[config.mk]
export PLATFORM = sky130hd
export DESIGN_NAME = multicycle_sequencer
export DESIGN_NICKNAME = d
export VERILOG_FILES = /design/src/rtl/multicycle_sequencer.sv
export SDC_FILE = /design/constraint.sdc
export NUM_CORES = 1
export LEC_CHECK = 0
export ABC_AREA = 1
export BUFFER_PORTS_ARGS = -buffer_cell sky130_fd_sc_hd__buf_2
export CAP_MARGIN = 25
export CORE_MARGIN = 4
export CORE_UTILIZATION = 49
export CTS_CLUSTER_DIAMETER = 80
export DETAILED_ROUTE_END_ITERATION = 7
export PLACE_DENSITY = 0.78
export SETUP_SLACK_MARGIN = 0.1
export SLEW_MARGIN = 25
export SYNTH_ARGS = -nofsm -noshare
export SYNTH_HDL_FRONTEND = slang
export SYNTH_SLANG_ARGS = --single-unit
[constraint.sdc]
create_clock -name CLOCK -period 1.5 [get_ports CLOCK]
set_input_delay 0.075 -clock CLOCK [delete_from_list [all_inputs] [get_ports CLOCK]]
set_output_delay 0.075 -clock CLOCK [all_outputs]
set_load 0.02 [all_outputs]
[src/rtl/multicycle_sequencer.sv]
// Multi-cycle control sequencer for the LEGv8 core: walks each instruction through
// fetch/decode/execute/memory/writeback, issues one-cycle enables, and traps on faults.
module multicycle_sequencer #(
    parameter int MEM_TIMEOUT = 16,
    parameter int COUNT_WIDTH = 32
) (
    input  logic                   CLOCK,
    input  logic                   RESET,
    input  logic                   halt,
    input  logic [10:0]            opcode,
    input  logic                   zero_flag,
    input  logic                   imem_ready,
    input  logic                   dmem_ready,
    output logic                   imem_req,
    output logic                   ir_write,
    output logic                   ControlWire,
    output logic                   dmem_req,
    output logic                   dmem_we,
    output logic                   reg_write_en,
    output logic                   pc_write,
    output logic                   pc_src,
    output logic [2:0]             state,
    output logic [1:0]             trap_cause,
    output logic [COUNT_WIDTH-1:0] instr_count
);

    typedef enum logic [2:0] {
        S_IDLE   = 3'd0,
        S_FETCH  = 3'd1,
        S_DECODE = 3'd2,
        S_EXEC   = 3'd3,
        S_MEM    = 3'd4,
        S_WB     = 3'd5,
        S_TRAP   = 3'd7
    } state_e;

    typedef enum logic [2:0] {
        C_B,
        C_CBZ,
        C_LDUR,
        C_STUR,
        C_RTYPE,
        C_ILLEGAL
    } class_e;

    localparam logic [1:0] CAUSE_ILLEGAL = 2'b01;
    localparam logic [1:0] CAUSE_TIMEOUT = 2'b10;

    // The counter holds completed wait cycles; it never needs to exceed MEM_TIMEOUT-1.
    localparam int                WAIT_W    = $clog2(MEM_TIMEOUT);
    localparam logic [WAIT_W-1:0] WAIT_LAST = WAIT_W'(MEM_TIMEOUT - 1);

    state_e                 state_q, state_d;
    class_e                 class_q, class_d;
    class_e                 dec_class;
    logic [WAIT_W-1:0]      wait_q, wait_d;
    logic [1:0]             trap_q, trap_d;
    logic [COUNT_WIDTH-1:0] count_q, count_d;

    // B and CBZ carry immediate bits inside the opcode field, so they are matched first.
    always_comb begin
        dec_class = C_ILLEGAL;
        if (opcode[10:5] == 6'b000101) begin
            dec_class = C_B;
        end else if (opcode[10:3] == 8'b10110100) begin
            dec_class = C_CBZ;
        end else begin
            case (opcode)
                11'b11111000010: dec_class = C_LDUR;
                11'b11111000000: dec_class = C_STUR;
                11'b10001011000,
                11'b11001011000,
                11'b10001010000,
                11'b10101010000: dec_class = C_RTYPE;
                default:         dec_class = C_ILLEGAL;
            endcase
        end
    end

    always_comb begin
        // NOTE: every signal written here gets a default first so no path leaves it unassigned and infers a latch.
        state_d      = state_q;
        class_d      = class_q;
        wait_d       = '0;
        trap_d       = trap_q;
        count_d      = count_q;
        imem_req     = 1'b0;
        ir_write     = 1'b0;
        ControlWire  = 1'b0;
        dmem_req     = 1'b0;
        dmem_we      = 1'b0;
        reg_write_en = 1'b0;
        pc_write     = 1'b0;
        pc_src       = 1'b0;

        case (state_q)
            S_IDLE: begin
                if (!halt) state_d = S_FETCH;
            end
            S_FETCH: begin
                imem_req = 1'b1;
                if (imem_ready) begin
                    ir_write = 1'b1;
                    state_d  = S_DECODE;
                end else if (wait_q == WAIT_LAST) begin
                    state_d = S_TRAP;
                    trap_d  = CAUSE_TIMEOUT;
                end else begin
                    wait_d = wait_q + 1'b1;
                end
            end
            S_DECODE: begin
                ControlWire = 1'b1;
                class_d     = dec_class;
                if (dec_class == C_ILLEGAL) begin
                    state_d = S_TRAP;
                    trap_d  = CAUSE_ILLEGAL;
                end else begin
                    state_d = S_EXEC;
                end
            end
            S_EXEC: begin
                ControlWire = 1'b1;
                case (class_q)
                    C_B: begin
                        pc_write = 1'b1;
                        pc_src   = 1'b1;
                    end
                    C_CBZ: begin
                        pc_write = 1'b1;
                        pc_src   = zero_flag;
                    end
                    C_LDUR, C_STUR: state_d = S_MEM;
                    default:        state_d = S_WB;
                endcase
            end
            S_MEM: begin
                ControlWire = 1'b1;
                dmem_req    = 1'b1;
                dmem_we     = (class_q == C_STUR);
                if (dmem_ready) begin
                    if (class_q == C_STUR) pc_write = 1'b1;
                    else                   state_d  = S_WB;
                end else if (wait_q == WAIT_LAST) begin
                    state_d = S_TRAP;
                    trap_d  = CAUSE_TIMEOUT;
                end else begin
                    wait_d = wait_q + 1'b1;
                end
            end
            S_WB: begin
                ControlWire  = 1'b1;
                reg_write_en = 1'b1;
                pc_write     = 1'b1;
            end
            S_TRAP: begin
                state_d = S_TRAP;
            end
            default: begin
                state_d = S_IDLE;
            end
        endcase

        // Every pc_write marks an instruction boundary, where halt is honoured.
        if (pc_write) begin
            count_d = count_q + 1'b1;
            state_d = halt ? S_IDLE : S_FETCH;
        end
    end

    always_ff @(posedge CLOCK) begin
        // NOTE: state registers use non-blocking assignments so all of them update together from pre-edge values.
        if (RESET) begin
            state_q <= S_IDLE;
            class_q <= C_ILLEGAL;
            wait_q  <= '0;
            trap_q  <= 2'b00;
            count_q <= '0;
        end else begin
            state_q <= state_d;
            class_q <= class_d;
            wait_q  <= wait_d;
            trap_q  <= trap_d;
            count_q <= count_d;
        end
    end

    assign state       = state_q;
    assign trap_cause  = trap_q;
    assign instr_count = count_q;

endmodule

==> flow_metrics.tcl, run 1 <==
set metrics [dict create \
    dominantRegCellSynth "dfxtp_1" \
    grt.overflow.total 0 \
    fmax_mhz 561 \
    cts_max_level 2 \
    min_from "halt" \
    ys_seq_elements 44 \
    core_um2 5510 \
    slew_headroom 0.685 \
    period_needed_ns 1.78 \
    seq_area_frac_synth 0.316 \
    path_max_fanout 3 \
    grt_pass1_wl_um 15200 \
    required_ns 1.74 \
    hold_viol_final 0 \
    root_buffer "clkbuf_8" \
    rows 27 \
    rsz0062_at_grt "yes" \
    path_clk_slew_ns 0.09 \
    fin_skew_ns 0.00900 \
    drtPass1Iterations 7 \
    hp-class "primary input to register" \
    die_y_um 83.4 \
    min_path_cells 4 \
    die_w_um 83.4 \
    worst_pin_slew_ns 0.473 \
    drive_gt1_frac 0.448 \
    end_kind "register" \
    timing.rr.start "instr_count[18]" \
    drc 0 \
    first_global_vias 3429 \
    ff2ff_path_depth 8 \
    post-dp-hpwl_um 6390 \
    violations "negative setup slack" \
    die_area_um2 6960 \
    antenna_violating_nets_post_route 0 \
    viasPerCell 5.60 \
    finalWorstSetupSlack_ns -0.281 \
    slew_violations 0 \
    fin_tns_setup_ns -3.25 \
    rrSetupSlack_ns -0.28 \
    fin_nets 612 \
    synth_top_area_frac 0.316 \
    vias 3710 \
    synthTopCellsByCount "137 x nand2_1, 56 x nor2_1, 51 x inv_1" \
    routed_wl_um 10900 \
    crit_type "register to register" \
    initial_core_util 0.506 \
    yosysUniqueCellTypes 28 \
    syn_inst 448 \
    dp_slack_ns -0.0679 \
    powerDensity_nw_per_um2 825 \
    antenna_cells 0 \
    numPortBuffers 61 \
    drt_iter0_markers 391 \
    yosysWarnings 0 \
    syn_area_um2 2790 \
    gp_congestion 0.937 \
    max_cap_viol_count 0 \
    yosysMostFrequentCell "nand2_1" \
    p_leak_nw 2.07 \
    yosys-top-cells-area "dfxtp_1 32%, nand2_1 18%, nor2_1 7.5%" \
    synth_area_per_cell_um2 6.22 \
    hold_end "state[0]" \
    antenna_found_initial 0 \
    syn_to_final_growth_pct 61.5 \
    syn_nets 470 \
    cts_tree "done" \
    insertion_delay_ns 0.31 \
    clock-sinks 44 \
    clockBufferDepth 2 \
    setup_viol 38 \
    synthArstFlopShare 0 \
    boundaryPins 62 \
    critPathArrivalTime_ns 2.02 \
    cts_inserted_buffers 5 \
    wl_per_cell_um 16.5 \
    fin_crit_sh 1.19 \
    status "finished with violations" \
    synth_edf_count 0 \
    r2r_end "instr_count[30]" \
    yosysTopAreaCell "dfxtp_1" \
    vdd_drop_max_mv 1.06 \
    grt_start_max_net_pins 34 \
    critPathLaunchType "register" \
    grt_use_total 0.260 \
]
-- stage by stage --
stage          total power, mW  instances  area (µm²)  hold slack (ns)  utilization
2_1_floorplan             1.92        448        2840            0.274            -
4_1_cts                   3.47        657        4120           0.0904        0.748
3_5_place_dp              2.29        635        3690            0.416        0.670
3_3_place_gp              2.29        635        3690            0.402        0.670
5_1_grt                   3.88        663        4500           0.0786        0.817
6_report                  3.71        663        4500           0.0724        0.817
-- how the worst max path moves through the flow --
| stage | end | from | cells after the start | slack (ns) |
|---|---|---|---|---|
| after floorplan | instr_count[6] | state[0] | 7 | -0.05 |
| after global placement | instr_count[23] | instr_count[3] | 7 | -0.04 |
| after detailed placement | state[0] | state[1] | 9 | -0.07 |
| after CTS | instr_count[22] | state[1] | 9 | -0.06 |
| after global routing | instr_count[30] | instr_count[10] | 9 | -0.34 |
| final | instr_count[30] | instr_count[18] | 8 | -0.28 |
-- timing repair --
action / CTS / global route
hold buffers: 0 / 0
endpoints found under the setup margin: 40 / 49
gates cloned: 0 / 2
pin swaps: 8 / 20
gates resized for setup: 60 / 83
buffers inserted: 14 / 5
-- final cells by class --
type / count / area (µm²)
clock buffers: 7 / 97.6
fillers: 330 / 1010
repair buffers: 143 / 1050
clock inverters: 1 / 30.0
inverters: 53 / 216
flip-flops and latches: 44 / 915
well taps: 72 / 90.1
multi-input cells: 343 / 2100
-- worst max-delay path, cell delays in order (launching register included) --
cell	delay, ns
dfxtp_1	0.36
inv_1	0.05
nor3_1	0.37
nand2_1	0.19
nor2_1	0.16
nand2_1	0.12
xnor2_1	0.24
nand2_2	0.07
a21oi_1	0.13
-- cells by family after synthesis --
family / count (synthesis) / synth area share
and+or+nand+nor: 260 / 0.395
xor gates and xnor gates: 22 / 0.0691
DFF: 44 / 0.316
adders and majority gates: 5 / 0.0225
buffers and inverters: 62 / 0.0903
AOI/OAI and AO/OA: 55 / 0.107
-- report_power, final --
group	internal [mW]	switching [mW]
sequential	1.25	0.110
clock	0.599	0.438
combinational	0.574	0.743
-- cells in the final DEF (no fill, tap or decap), drive strengths merged --
| cell type | n |
|---|---|
| buf | 142 |
| nand2 | 140 |
| nor2 | 56 |
| inv | 53 |
| dfxtp | 44 |
| a21oi | 37 |
| nand3 | 27 |
| nor3 | 25 |
| xor2 | 17 |
| o21ai | 14 |
| clkbuf | 8 |
| nand4 | 7 |
| xnor2 | 5 |
| ha | 5 |
| nand3b | 3 |
| o21a | 2 |
| a22oi | 1 |
| nor3b | 1 |
| a31oi | 1 |
| nor4 | 1 |
| and3 | 1 |
| bufinv | 1 |
-- registers in the layout (all words and copies together), names as in the netlist --
name / cells
class_q: 3
instr_count: 32
state: 3
trap_cause: 2
wait_q: 4
-- per-layer routing --
layer	vias to the layer above	GRT usage	part of all wire
met2	248	0.469	0.50
met3	66	0.0437	0.077
li1	1718	-	-
met4	0	0.126	0.059
met5	-	0	0
met1	1678	0.295	0.36
(Power assumes the default switching activity.)
==> inputs of run 2 (changes only) <==
RECOVER_POWER = 100   (was default)
==> run 2 against run 1 <==
Compared with the run above: the run still ends with negative setup slack left; critical path type unchanged; cell count unchanged; highest routed layer unchanged; critical path depth up 1; worst hold slack better by 0.0072 ns; clock-buffer cell count unchanged; core utilization down 0.25 points; combinational power about the same; register-to-register slack about the same.
==> flow_metrics.tcl, run 2 (synthesis gave the netlist of run 1 again) <==
set metrics [dict create \
    die_y_um 83.4 \
    clock-sinks 44 \
    rsz0062_at_grt "yes" \
    ff_latch_area_um2 915 \
    vdd_drop_max_mv 1.06 \
    drive_gt1_frac 0.430 \
    post-dp-hpwl_um 6390 \
    largest_reg_flops 32 \
    ctsHoldBuffers 0 \
    critPathLaunchType "register" \
    fin_nets 612 \
    dpl_cell_area_um2 3690 \
    fmax_mhz 565 \
    period_needed_ns 1.77 \
    numPortBuffers 61 \
    p_leak_nw 2.02 \
    fin_crit_sh 1.18 \
    grt_pass1_wl_um 15200 \
    insertion_delay_ns 0.31 \
    die_area_um2 6960 \
    hp-class "primary input to register" \
    antenna_cells 0 \
    crit_type "register to register" \
    antenna_violating_nets_post_route 0 \
    crit_top_cell "nand2_1" \
    final_area_um2 4490 \
    whs_ns 0.0796 \
    wl_per_cell_um 16.5 \
    grt_start_max_net_pins 34 \
    status "finished with violations" \
    cts_tree "done" \
    required_ns 1.74 \
    cts_max_level 2 \
    fin_skew_ns 0.00948 \
    routed_wl_um 11000 \
    syn_to_final_growth_pct 61.0 \
    path_cells "buf_4 -> nand2_1 -> nor2_1 -> nand2_1 -> nor2_2 -> nand2_1 -> xnor2_1 -> nand2_2 -> a21oi_1" \
    worst-path-buf-inv 1 \
    viasPerCell 5.68 \
    antenna_found_initial 0 \
    hold_viol_final 0 \
    setup_viol 37 \
    grt.overflow.total 0 \
    first_global_vias 3429 \
    final_common_cell "nand2_1" \
    root_buffer "clkbuf_8" \
    drt_iter0_markers 396 \
    slew_violations 0 \
    finalWorstSetupSlack_ns -0.269 \
    violations "negative setup slack" \
    clockBufferDepth 2 \
    powerDensity_nw_per_um2 828 \
    fillers 339 \
    end_kind "register" \
    critPathArrivalTime_ns 2.01 \
    critical-path-slowest-cell "dfxtp_2" \
    crit_path_max_incr_delay_ns 0.34 \
    cts_inserted_buffers 5 \
    place_inst 635 \
    path_clk_slew_ns 0.08 \
    grt_use_total 0.260 \
    rows 27 \
    path_delay_family "simple AND/OR/NAND/NOR gates" \
    layout.cells.non_filler 663 \
    die_w_um 83.4 \
    drc 0 \
    boundaryPins 62 \
    dp_slack_ns -0.0679 \
    mostFrequentLayoutCells "118 x nand2_1, 72 x buf_4, 45 x inv_1, 44 x buf_2, 37 x nor2_1" \
    drtPass1Iterations 5 \
    core_um2 5510 \
    initial_core_util 0.506 \
    gp_congestion 0.937 \
    slew_headroom 0.679 \
    multi_input_area_um2 2100 \
    worst_pin_slew_ns 0.481 \
    path_max_fanout 2 \
    max_cap_viol_count 0 \
    vias 3767 \
]
[run 2: cell count changes in the layout (fill, tap and decap cells not counted)]
cell | previous run | this run
buf_2 | 55 | 44
clkbuf_1 | 1 | 12
[run 2: final cells by class]
class,count,area share
Multi-Input combinational cell,343,0.469
Sequential cell,44,0.204
Timing Repair Buffer,143,0.231
Inverter,53,0.0483
Clock inverter,1,0.00669
Clock buffer,7,0.0218
Tap cell,72,0.0201
[run 2: worst paths after layout]
kind                        start              end  slack (ns)  depth (start not counted)
hold reg to reg     trap_cause[0]    trap_cause[0]        0.46                          2
hold / removal               halt         state[0]        0.08                          4
setup reg to reg  instr_count[10]  instr_count[30]       -0.27                          9
setup / recovery  instr_count[10]  instr_count[30]       -0.27                          9
[run 2: through the flow]
| stage | util | power [mW] | setup TNS [ns] |
|---|---|---|---|
| 2_1_floorplan | - | 1.92 | -0.750 |
| 3_3_place_gp | 0.670 | 2.29 | -0.228 |
| 3_5_place_dp | 0.670 | 2.29 | -0.902 |
| 4_1_cts | 0.748 | 3.47 | -0.755 |
| 5_1_grt | 0.815 | 3.87 | -5.79 |
| 6_report | 0.815 | 3.71 | -3.09 |
[run 2: power breakdown]
group | internal [mW] | switching (mW) | leakage, nW
clock network | 0.599 | 0.441 | 0.0636
registers | 1.25 | 0.110 | 0.364
logic | 0.571 | 0.743 | 1.59
total | 2.42 | 1.29 | 2.02
[run 2: worst reg2reg max path: stages (launching register included)]
cell and delay, ns:
dfxtp_2 0.34, buf_4 0.11, nand2_1 0.07, nor2_1 0.23, nand2_1 0.14, nor2_2 0.21
nand2_1 0.14, xnor2_1 0.24, nand2_2 0.07, a21oi_1 0.13
[run 2: metal layers]
metal  GRT usage  vias up  share of wire
li1            -     1724              -
met1       0.295     1724           0.36
met2       0.469      243           0.50
met3      0.0437       76          0.079
met4       0.126        0          0.061
met5           0        -              0
[run 2: timing repair]
item	in CTS	in global routing
gates cloned	0	2
pin swaps	8	20
buffers inserted	14	5
hold endpoints to repair	0	0
endpoints found under the setup margin	40	49
gates resized for setup	60	83
